File: src/rtl/json_command_parser.sv
// Byte-stream parser for {"T":n,"L":n,"R":n}\n motor commands.
// Produces a one-cycle cmd_valid on commit or parse_err on abort.
module json_command_parser #(
  parameter int VAL_W        = 16,
  parameter int MAX_DIGITS   = 4,
  parameter int TIMEOUT_CLKS = 5_000_000
) (
  input  logic             clk,
  input  logic             rst,
  input  logic [7:0]       rx_data,
  input  logic             rx_valid,
  output logic             cmd_valid,
  output logic [VAL_W-1:0] cmd_t,
  output logic [VAL_W-1:0] cmd_l,
  output logic [VAL_W-1:0] cmd_r,
  output logic             parse_err,
  output logic             busy
);

  localparam int AW = VAL_W + 4;
  localparam int CW = $clog2(MAX_DIGITS + 1);
  localparam int TW = $clog2(TIMEOUT_CLKS + 1);

  typedef enum logic [2:0] {
    S_IDLE, S_KOPEN, S_KEY, S_KCLOSE, S_COLON, S_VALUE, S_END
  } state_t;

  state_t           state_q, state_d;
  logic [1:0]       key_q, key_d;
  logic [2:0]       seen_q, seen_d;
  logic [AW-1:0]    acc_q, acc_d;
  logic [CW-1:0]    cnt_q, cnt_d;
  logic             neg_q, neg_d;
  logic [VAL_W-1:0] sh_t_q, sh_t_d, sh_l_q, sh_l_d, sh_r_q, sh_r_d;
  logic [VAL_W-1:0] cmd_t_q, cmd_t_d, cmd_l_q, cmd_l_d;
  logic [VAL_W-1:0] cmd_r_q, cmd_r_d;
  logic             cmd_valid_q, cmd_valid_d;
  logic             parse_err_q, parse_err_d;
  logic [TW-1:0]    tmo_q, tmo_d;

  logic             err, commit, is_key, is_dig, live;
  logic [1:0]       ksel;
  logic [VAL_W-1:0] val;

  always_comb begin
    ksel   = 2'd0;
    is_key = 1'b1;
    case (rx_data)
      "T":     ksel = 2'd0;
      "L":     ksel = 2'd1;
      "R":     ksel = 2'd2;
      default: is_key = 1'b0;
    endcase
  end

  assign is_dig = (rx_data >= "0") && (rx_data <= "9");
  assign live   = rx_valid && (rx_data != 8'h20) && (rx_data != 8'h0D);
  assign val    = neg_q ? (~acc_q[VAL_W-1:0] + VAL_W'(1))
                        : acc_q[VAL_W-1:0];

  always_comb begin
    state_d     = state_q;
    key_d       = key_q;
    seen_d      = seen_q;
    acc_d       = acc_q;
    cnt_d       = cnt_q;
    neg_d       = neg_q;
    sh_t_d      = sh_t_q;
    sh_l_d      = sh_l_q;
    sh_r_d      = sh_r_q;
    cmd_t_d     = cmd_t_q;
    cmd_l_d     = cmd_l_q;
    cmd_r_d     = cmd_r_q;
    cmd_valid_d = 1'b0;
    parse_err_d = 1'b0;
    err         = 1'b0;
    commit      = 1'b0;
    tmo_d       = (rx_valid || state_q == S_IDLE) ? '0 : tmo_q + TW'(1);

    if (live) begin
      case (state_q)
        S_IDLE:   if (rx_data == "{") state_d = S_KOPEN;
        S_KOPEN:  if (rx_data == "\"") state_d = S_KEY; else err = 1'b1;
        S_KEY:
          if (is_key && !seen_q[ksel]) begin
            key_d   = ksel;
            state_d = S_KCLOSE;
          end else err = 1'b1;
        S_KCLOSE: if (rx_data == "\"") state_d = S_COLON; else err = 1'b1;
        S_COLON:
          if (rx_data == ":") begin
            state_d = S_VALUE;
            acc_d   = '0;
            cnt_d   = '0;
            neg_d   = 1'b0;
          end else err = 1'b1;
        S_VALUE:
          if (rx_data == "-" && cnt_q == '0 && !neg_q) begin
            neg_d = 1'b1;
          end else if (is_dig) begin
            if (cnt_q == CW'(MAX_DIGITS)) err = 1'b1;
            else begin
              acc_d = acc_q * AW'(10) + AW'(rx_data[3:0]);
              cnt_d = cnt_q + CW'(1);
            end
          end else if ((rx_data == "," || rx_data == "}") && cnt_q != '0) begin
            case (key_q)
              2'd0:    sh_t_d = val;
              2'd1:    sh_l_d = val;
              default: sh_r_d = val;
            endcase
            seen_d[key_q] = 1'b1;
            state_d = (rx_data == ",") ? S_KOPEN : S_END;
          end else err = 1'b1;
        S_END:
          if (rx_data == "\n" && &seen_q) commit = 1'b1;
          else err = 1'b1;
        default: err = 1'b1;
      endcase
    end else if (!rx_valid && state_q != S_IDLE
                 && tmo_q == TW'(TIMEOUT_CLKS - 1)) begin
      err = 1'b1;
    end

    if (commit) begin
      cmd_t_d     = sh_t_q;
      cmd_l_d     = sh_l_q;
      cmd_r_d     = sh_r_q;
      cmd_valid_d = 1'b1;
      seen_d      = '0;
      state_d     = S_IDLE;
    end
    // A stray '{' both aborts the old message and opens the new one
    if (err) begin
      parse_err_d = 1'b1;
      seen_d      = '0;
      state_d     = (rx_valid && rx_data == "{") ? S_KOPEN : S_IDLE;
    end
  end

  always_ff @(posedge clk) begin
    if (rst) begin
      state_q     <= S_IDLE;
      key_q       <= '0;
      seen_q      <= '0;
      acc_q       <= '0;
      cnt_q       <= '0;
      neg_q       <= 1'b0;
      sh_t_q      <= '0;
      sh_l_q      <= '0;
      sh_r_q      <= '0;
      cmd_t_q     <= '0;
      cmd_l_q     <= '0;
      cmd_r_q     <= '0;
      cmd_valid_q <= 1'b0;
      parse_err_q <= 1'b0;
      tmo_q       <= '0;
    end else begin
      state_q     <= state_d;
      key_q       <= key_d;
      seen_q      <= seen_d;
      acc_q       <= acc_d;
      cnt_q       <= cnt_d;
      neg_q       <= neg_d;
      sh_t_q      <= sh_t_d;
      sh_l_q      <= sh_l_d;
      sh_r_q      <= sh_r_d;
      cmd_t_q     <= cmd_t_d;
      cmd_l_q     <= cmd_l_d;
      cmd_r_q     <= cmd_r_d;
      cmd_valid_q <= cmd_valid_d;
      parse_err_q <= parse_err_d;
      tmo_q       <= tmo_d;
    end
  end

  assign cmd_valid = cmd_valid_q;
  assign parse_err = parse_err_q;
  assign cmd_t     = cmd_t_q;
  assign cmd_l     = cmd_l_q;
  assign cmd_r     = cmd_r_q;
  assign busy      = (state_q != S_IDLE);

endmodule

File: config.mk
export PLATFORM = sky130hd
export DESIGN_NAME = json_command_parser
export DESIGN_NICKNAME = d
export VERILOG_FILES = /design/src/rtl/json_command_parser.sv
export SDC_FILE = /design/constraint.sdc
export NUM_CORES = 1
export LEC_CHECK = 0
export BUFFER_PORTS_ARGS = -buffer_cell sky130_fd_sc_hd__buf_2
export CORE_MARGIN = 1
export CORE_UTILIZATION = 45
export DETAILED_ROUTE_END_ITERATION = 10
export PLACE_DENSITY = 0.69
export SYNTH_ARGS = -nofsm -noshare
export SYNTH_HDL_FRONTEND = slang
export SYNTH_SLANG_ARGS = --single-unit
File: constraint.sdc
create_clock -name clk -period 2.9 [get_ports clk]
set_clock_uncertainty 0.2 [all_clocks]
set_input_delay 0.145 -clock clk [delete_from_list [all_inputs] [get_ports clk]]
set_output_delay 0.145 -clock clk [all_outputs]
set_load 0.01 [all_outputs]
-- After elaboration in Yosys (flattened, before gate mapping)
Cells that the tools add are included.
- add/sub/neg operators: 4
- multipliers: 1
- $lt $le $gt $ge: 5
- equal/unequal tests: 34
- muxes and demuxes: 50
- bitwise operators: 5
- reductions and logical operators: 39
- operators with widths (kind ; count):
    20-bit two-way mux ; 4
    3-bit two-way mux ; 16
    8-bit by 7-bit equality test with 1-bit output, second input constant ; 5
    20-bit case mux with 2 select lines ; 1
    8-bit by 6-bit equality test with 1-bit output, second input constant ; 4
    4-bit inequality test, second input constant ; 7
    6-bit AND reduction ; 4
    23-bit by 1-bit adder with 23-bit output, second input constant ; 1
    23-bit equality test, second input constant ; 1
    1-bit two-way mux ; 21
    20-bit by 4-bit adder with 20-bit output ; 1
    20-bit by 3-bit multiplier with 19-bit output, second input constant ; 1
    3-bit case mux with 6 select lines ; 1
    16-bit by 1-bit adder with 16-bit output, second input constant ; 1
    16-bit two-way mux ; 1
    16-bit inverter ; 1
    3-bit equality test, second input constant ; 4
    1-bit logical AND ; 12
    2-bit inequality test, second input constant ; 5
    10-bit AND reduction ; 1
    3-bit nonzero test ; 3
    8-bit by 4-bit equality test with 1-bit output, second input constant ; 1
    8-bit by 6-bit >= comparator with 1-bit output, second input constant ; 1
    8-bit by 6-bit <= comparator with 1-bit output, second input constant ; 1
    other kinds (28) ; 40
- register bits: 153
- output and inout port bits: 51
- word-level logic and storage cells: 153

-- Longest topological paths before layout
- depth in word-level cells: 11
- gate-level depth with buffers: 11
- depth with buffers taken out: 11

-- Worst setup path before layout
Ideal clock, no wire load.
- path kind: reg2reg
- start point: register acc_q[1]
- end point: register acc_q[15]
- setup time: 0.126 ns
- arrival: 2.656 ns
- data required time: 2.574 ns
- path slack: -0.082 ns
- cell stages (with the launch flop): 11
- path buffers: 0
- clock period less this slack: 2.982 ns
- path through: dfxtp_1 > ha_1 > ha_1 > inv_1 > fa_1 > xnor2_1 > nor3b_1 > nand3_1 > nor4_1 > a311o_1 > o211ai_1
- cells in the longest elaborated chain, start to end: 6
- ends and longest elaborated chain (what ; RTL line ; source):
    from (decl) ; 31 ; logic [AW-1:0] acc_q, acc_d;
    from (signal assigned) ; 146 ; acc_q <= '0;
    from (signal assigned) ; 162 ; acc_q <= acc_d;
    20-bit by 3-bit multiplier with 19-bit output ; 103 ; acc_d = acc_q * AW'(10) + AW'(rx_data[3:0]);
    20-bit by 4-bit adder with 20-bit output ; 103 ;
    20-bit two-way mux ; 101 ; if (cnt_q == CW'(MAX_DIGITS)) err = 1'b1;
    20-bit two-way mux ; 100 ; end else if (is_dig) begin
    20-bit two-way mux ; 98 ; if (rx_data == "-" && cnt_q == '0 && !neg_q) begin
    20-bit case mux with 2 select lines ; 81 ; case (state_q)
No other way between the ends. The select of a mux whose other input is x is not followed.
A chain may end at the register's enable or synchronous reset.

-- Worst setup path in the final report
- start point: register acc_q[1]
- end point: register acc_q[11]
Same word-level chain as after synthesis.

==> metrics.md <==
| Metric | Value |
|---|---|
| Seq pwr share | 0.470 |
| Non-filler cells, final | 1191 |
| Number of I/O port buffers | 61 |
| Fraction of registers with async set or reset after synthesis | 0 |
| Max-Cap Viols | 0 |
| Hold Vio Cnt, Final | 0 |
| Grt total ovfl | 0 |
| Syn Area/Cell | slightly above 8 um2 |
| Initial Utilization | 0.467 |
| Area growth syn-to-layout | 20.9% |
| DR pass1 iterations | 5 |
| VDD IR max | 0.000371 V |
| Initial antenna violation count | 0 |
| Inserted Clock Buffers | 17 |
| Setup crit start kind | flop |
| Die height | 128 um |
| DP HPWL | 11.8 mm |
| Crit Path Class | reg -> reg |
| Post-synth EDFFs | 0 |
| Antenna-violating nets left | 0 |
| Setup slack at placement | -0.0694 ns |
| Internal power | 0.00340 W |
| Slew HR | 0.508 |
| CTS sink count | approximately 150 |
| Clk pwr share | 0.500 |
| First-pass GRT wire length | 28.6 mm |
| Mapped Area | 7180 um2 |
| Die X | 128 um |
| Routed Wire Length | 17.3 mm |
| CTS tree | yes |
| I/O pin count | 62 |
| Post-synth top area share | 0.415 |
| Final #Nets | 1010 |
| Vias post-DR | between 6000 and 7000 |
| Critical path arrival | 2.90 ns |
| Synth warnings | 0 |
| CP required | 2.99 ns |
| Final setup margin | 0.0920 ns |
| Routed vias/inst | 5.27 |
| Worst-Skew Late Latency | 0.42 ns |
| Final worst-path cycle share | 0.968 |
| N_diodes | 0 |
| Pwr Density | 505 nW/um2 |
| # fillers | 1430 |
| Hold WC Path Type | in -> reg |
| Worst setup EP type | flop |
| Synth area leaders | dfxtp_1, nand2_1, a21oi_1 |
| Slew Limit Fails | 0 |
| Vias in the first global route | 5792 |
| CP Max Fanout | 4 |
| Net switching power | 0.000991 W |
| Setup TNS | 0 ns |
| Clock root cell | clkbuf_16 |
| Syn Nets | 925 |
| DRC | 0 |
| DRT iter0 DRCs | 467 |
| Max Freq | 356 MHz |
| Layout cells sized above 1 | 0.174 |
| Synth Register Bits | between 100 and 150 |
| Distinct cells, synth | 62 |
| Routability cong. | 0.888 |
| Leakage dissipation | 3.36 nW |
| Longest Clk Path Bufs | 2 |
| Largest net degree at the start of global routing | 51 |
| Clock transition at path regs | approximately 0.06 ns |
| Logic pwr share | 0.030 |
| H-tree lvl count | 4 |
| Full die area | approximately 16000 um2 |
| Sequential share of the synthesized area | 0.415 |
| Synth Instances | 882 |
| Area leader, netlist | dfxtp_1 |
| RSZ-0062 raised after global routing | true |
| Core area | 15400 um2 |
| Worst-Margin Slew | about 0.74 ns |
| Row count | 45 |
| Primary FF master, synth | dfxtp_1 |
| Tot Pwr | 0.00439 W |
| Cell count after placement | approximately 1200 |
| Total Routing Usage GR | 0.219 |
| Status | complete, no violations |
| WL/cell | 14.5 um |
| Net Sw Frac | 0.226 |
| Setup Viol. Count Final | 0 |
| Tmin final | 2.81 ns |
-- cell type report --
| class | instances | area (um2) | share of cell area |
|---|---|---|---|
| tap | 211 | 264 | 0.0304 |
| multi-input combinational | 675 | 4070 | 0.468 |
| sequential | 149 | 2990 | 0.344 |
| timing repair buffer | 111 | 731 | 0.0841 |
| inverter | 13 | 48.8 | 0.00562 |
| clock buffer | 19 | 443 | 0.0510 |
| clock inverter | 13 | 146 | 0.0169 |
-- flip-flops by register name, indices dropped and copies added (netlist names), 2 cells and up --
name / flops
cmd_l: 16
state_q: 3
key_q: 2
tmo_q: 23
sh_l_q: 16
sh_t_q: 16
cnt_q: 3
seen_q: 3
cmd_t: 16
cmd_r: 16
acc_q: 16
sh_r_q: 16
-- cells in the mapped netlist, types with 9 or more instances --
cell	instances
a211oi_1	15
a21oi_1	84
and2_1	9
and3_1	12
buf_2	10
clkbuf_1	34
dfxtp_1	149
ha_1	30
inv_1	13
mux2i_1	16
nand2_1	162
nand3_1	21
nand4_1	10
nor2_1	109
nor3_1	33
o21ai_0	15
xnor2_1	28
xor2_1	25
-- per-stage QoR --
step / util / area, um2 / hold slack (ns)
after floorplan: - / 7190 / 0.183
after global placement: 0.516 / 7930 / 0.240
after detailed placement: 0.516 / 7930 / 0.245
after CTS: 0.559 / 8590 / 0.0101
after global routing: 0.565 / 8680 / 0.0701
final: 0.565 / 8680 / 0.0277
-- kinds of logic after synthesis --
family | count (synthesis) | share of synthesized area
fa+ha+maj | 32 | 0.0579
simple gates | 410 | 0.266
buf+inv | 58 | 0.0331
mux | 17 | 0.0239
xor+xnor | 53 | 0.0646
flops | 149 | 0.415
compound gates | 163 | 0.139
-- power by group through the flow --
stage	clock network (W)	logic (W)	registers (W)
floorplan	0	0.0000926	0.00210
global placement	0	0.000128	0.00211
detailed placement	0	0.000128	0.00211
CTS	0.00222	0.000131	0.00206
global route	0.00232	0.000144	0.00206
finish	0.00219	0.000132	0.00206
-- cells in the final DEF (no fill, tap or decap), types with 3 or more instances in the layout --
| master | n |
|---|---|
| a21o_1 | 5 |
| a211oi_1 | 15 |
| nor4b_1 | 3 |
| o211ai_1 | 4 |
| o21ai_0 | 13 |
| nor2_1 | 109 |
| nor4_1 | 5 |
| xor2_1 | 25 |
| xnor2_1 | 27 |
| o31ai_1 | 5 |
| buf_4 | 44 |
| nand3b_1 | 6 |
| o21ai_1 | 5 |
| and2_1 | 9 |
| buf_12 | 3 |
| dlygate4sd3_1 | 4 |
| nor2b_1 | 5 |
| or4_1 | 3 |
| clkinvlp_4 | 4 |
| and3_1 | 12 |
| inv_6 | 3 |
| or3_1 | 6 |
| a22oi_1 | 3 |
| inv_1 | 12 |
| clkbuf_16 | 17 |
| nand3_1 | 20 |
| dfxtp_2 | 3 |
| a21oi_1 | 80 |
| a21oi_2 | 4 |
| mux2i_1 | 16 |
| dfxtp_1 | 146 |
| nand4_1 | 10 |
| nand2_1 | 162 |
| buf_2 | 60 |
| nor3b_1 | 5 |
| o21a_1 | 5 |
| nor3_1 | 32 |
| a31oi_1 | 3 |
| nand2b_1 | 5 |
| ha_1 | 26 |
-- metal layers --
metal  share of wire  wire length (um)  GRT usage  vias to the layer above
met3           0.038               652     0.0455                       12
met5               0                 0          0                        -
li1                -                 -          -                     3225
met1            0.50              8560      0.302                     2923
met4          0.0081               140     0.0554                        0
met2            0.46              7900      0.348                      111
-- repair_timing --
action | CTS | global route
endpoints found under the hold margin | 23 | 0
buffers inserted | 1 | 3
gates resized for setup | 4 | 19
setup endpoints to repair | 4 | 7
hold buffers | 4 | 0
pin swaps | 2 | 10
-- final timing paths --
kind / from / to / slack [ns] / depth (start not counted)
setup reg to reg: acc_q[1] / acc_q[11] / 0.09 / 12
hold / removal: rx_data[4] / key_q[0] / 0.03 / 4
hold reg to reg: cmd_l[4] / cmd_l[4] / 0.25 / 2
setup / recovery: acc_q[1] / acc_q[11] / 0.09 / 12
-- critical path, cell delays in order, from the launching register on --
cell,delay (ns)
dfxtp_2,0.33
ha_4,0.27
ha_4,0.13
inv_2,0.04
fa_2,0.36
nand2b_4,0.17
a21bo_4,0.23
a21oi_2,0.16
o211ai_1,0.15
buf_4,0.17
or3_1,0.29
nand4_1,0.10
a21oi_2,0.06
(Power assumes the default switching activity.)
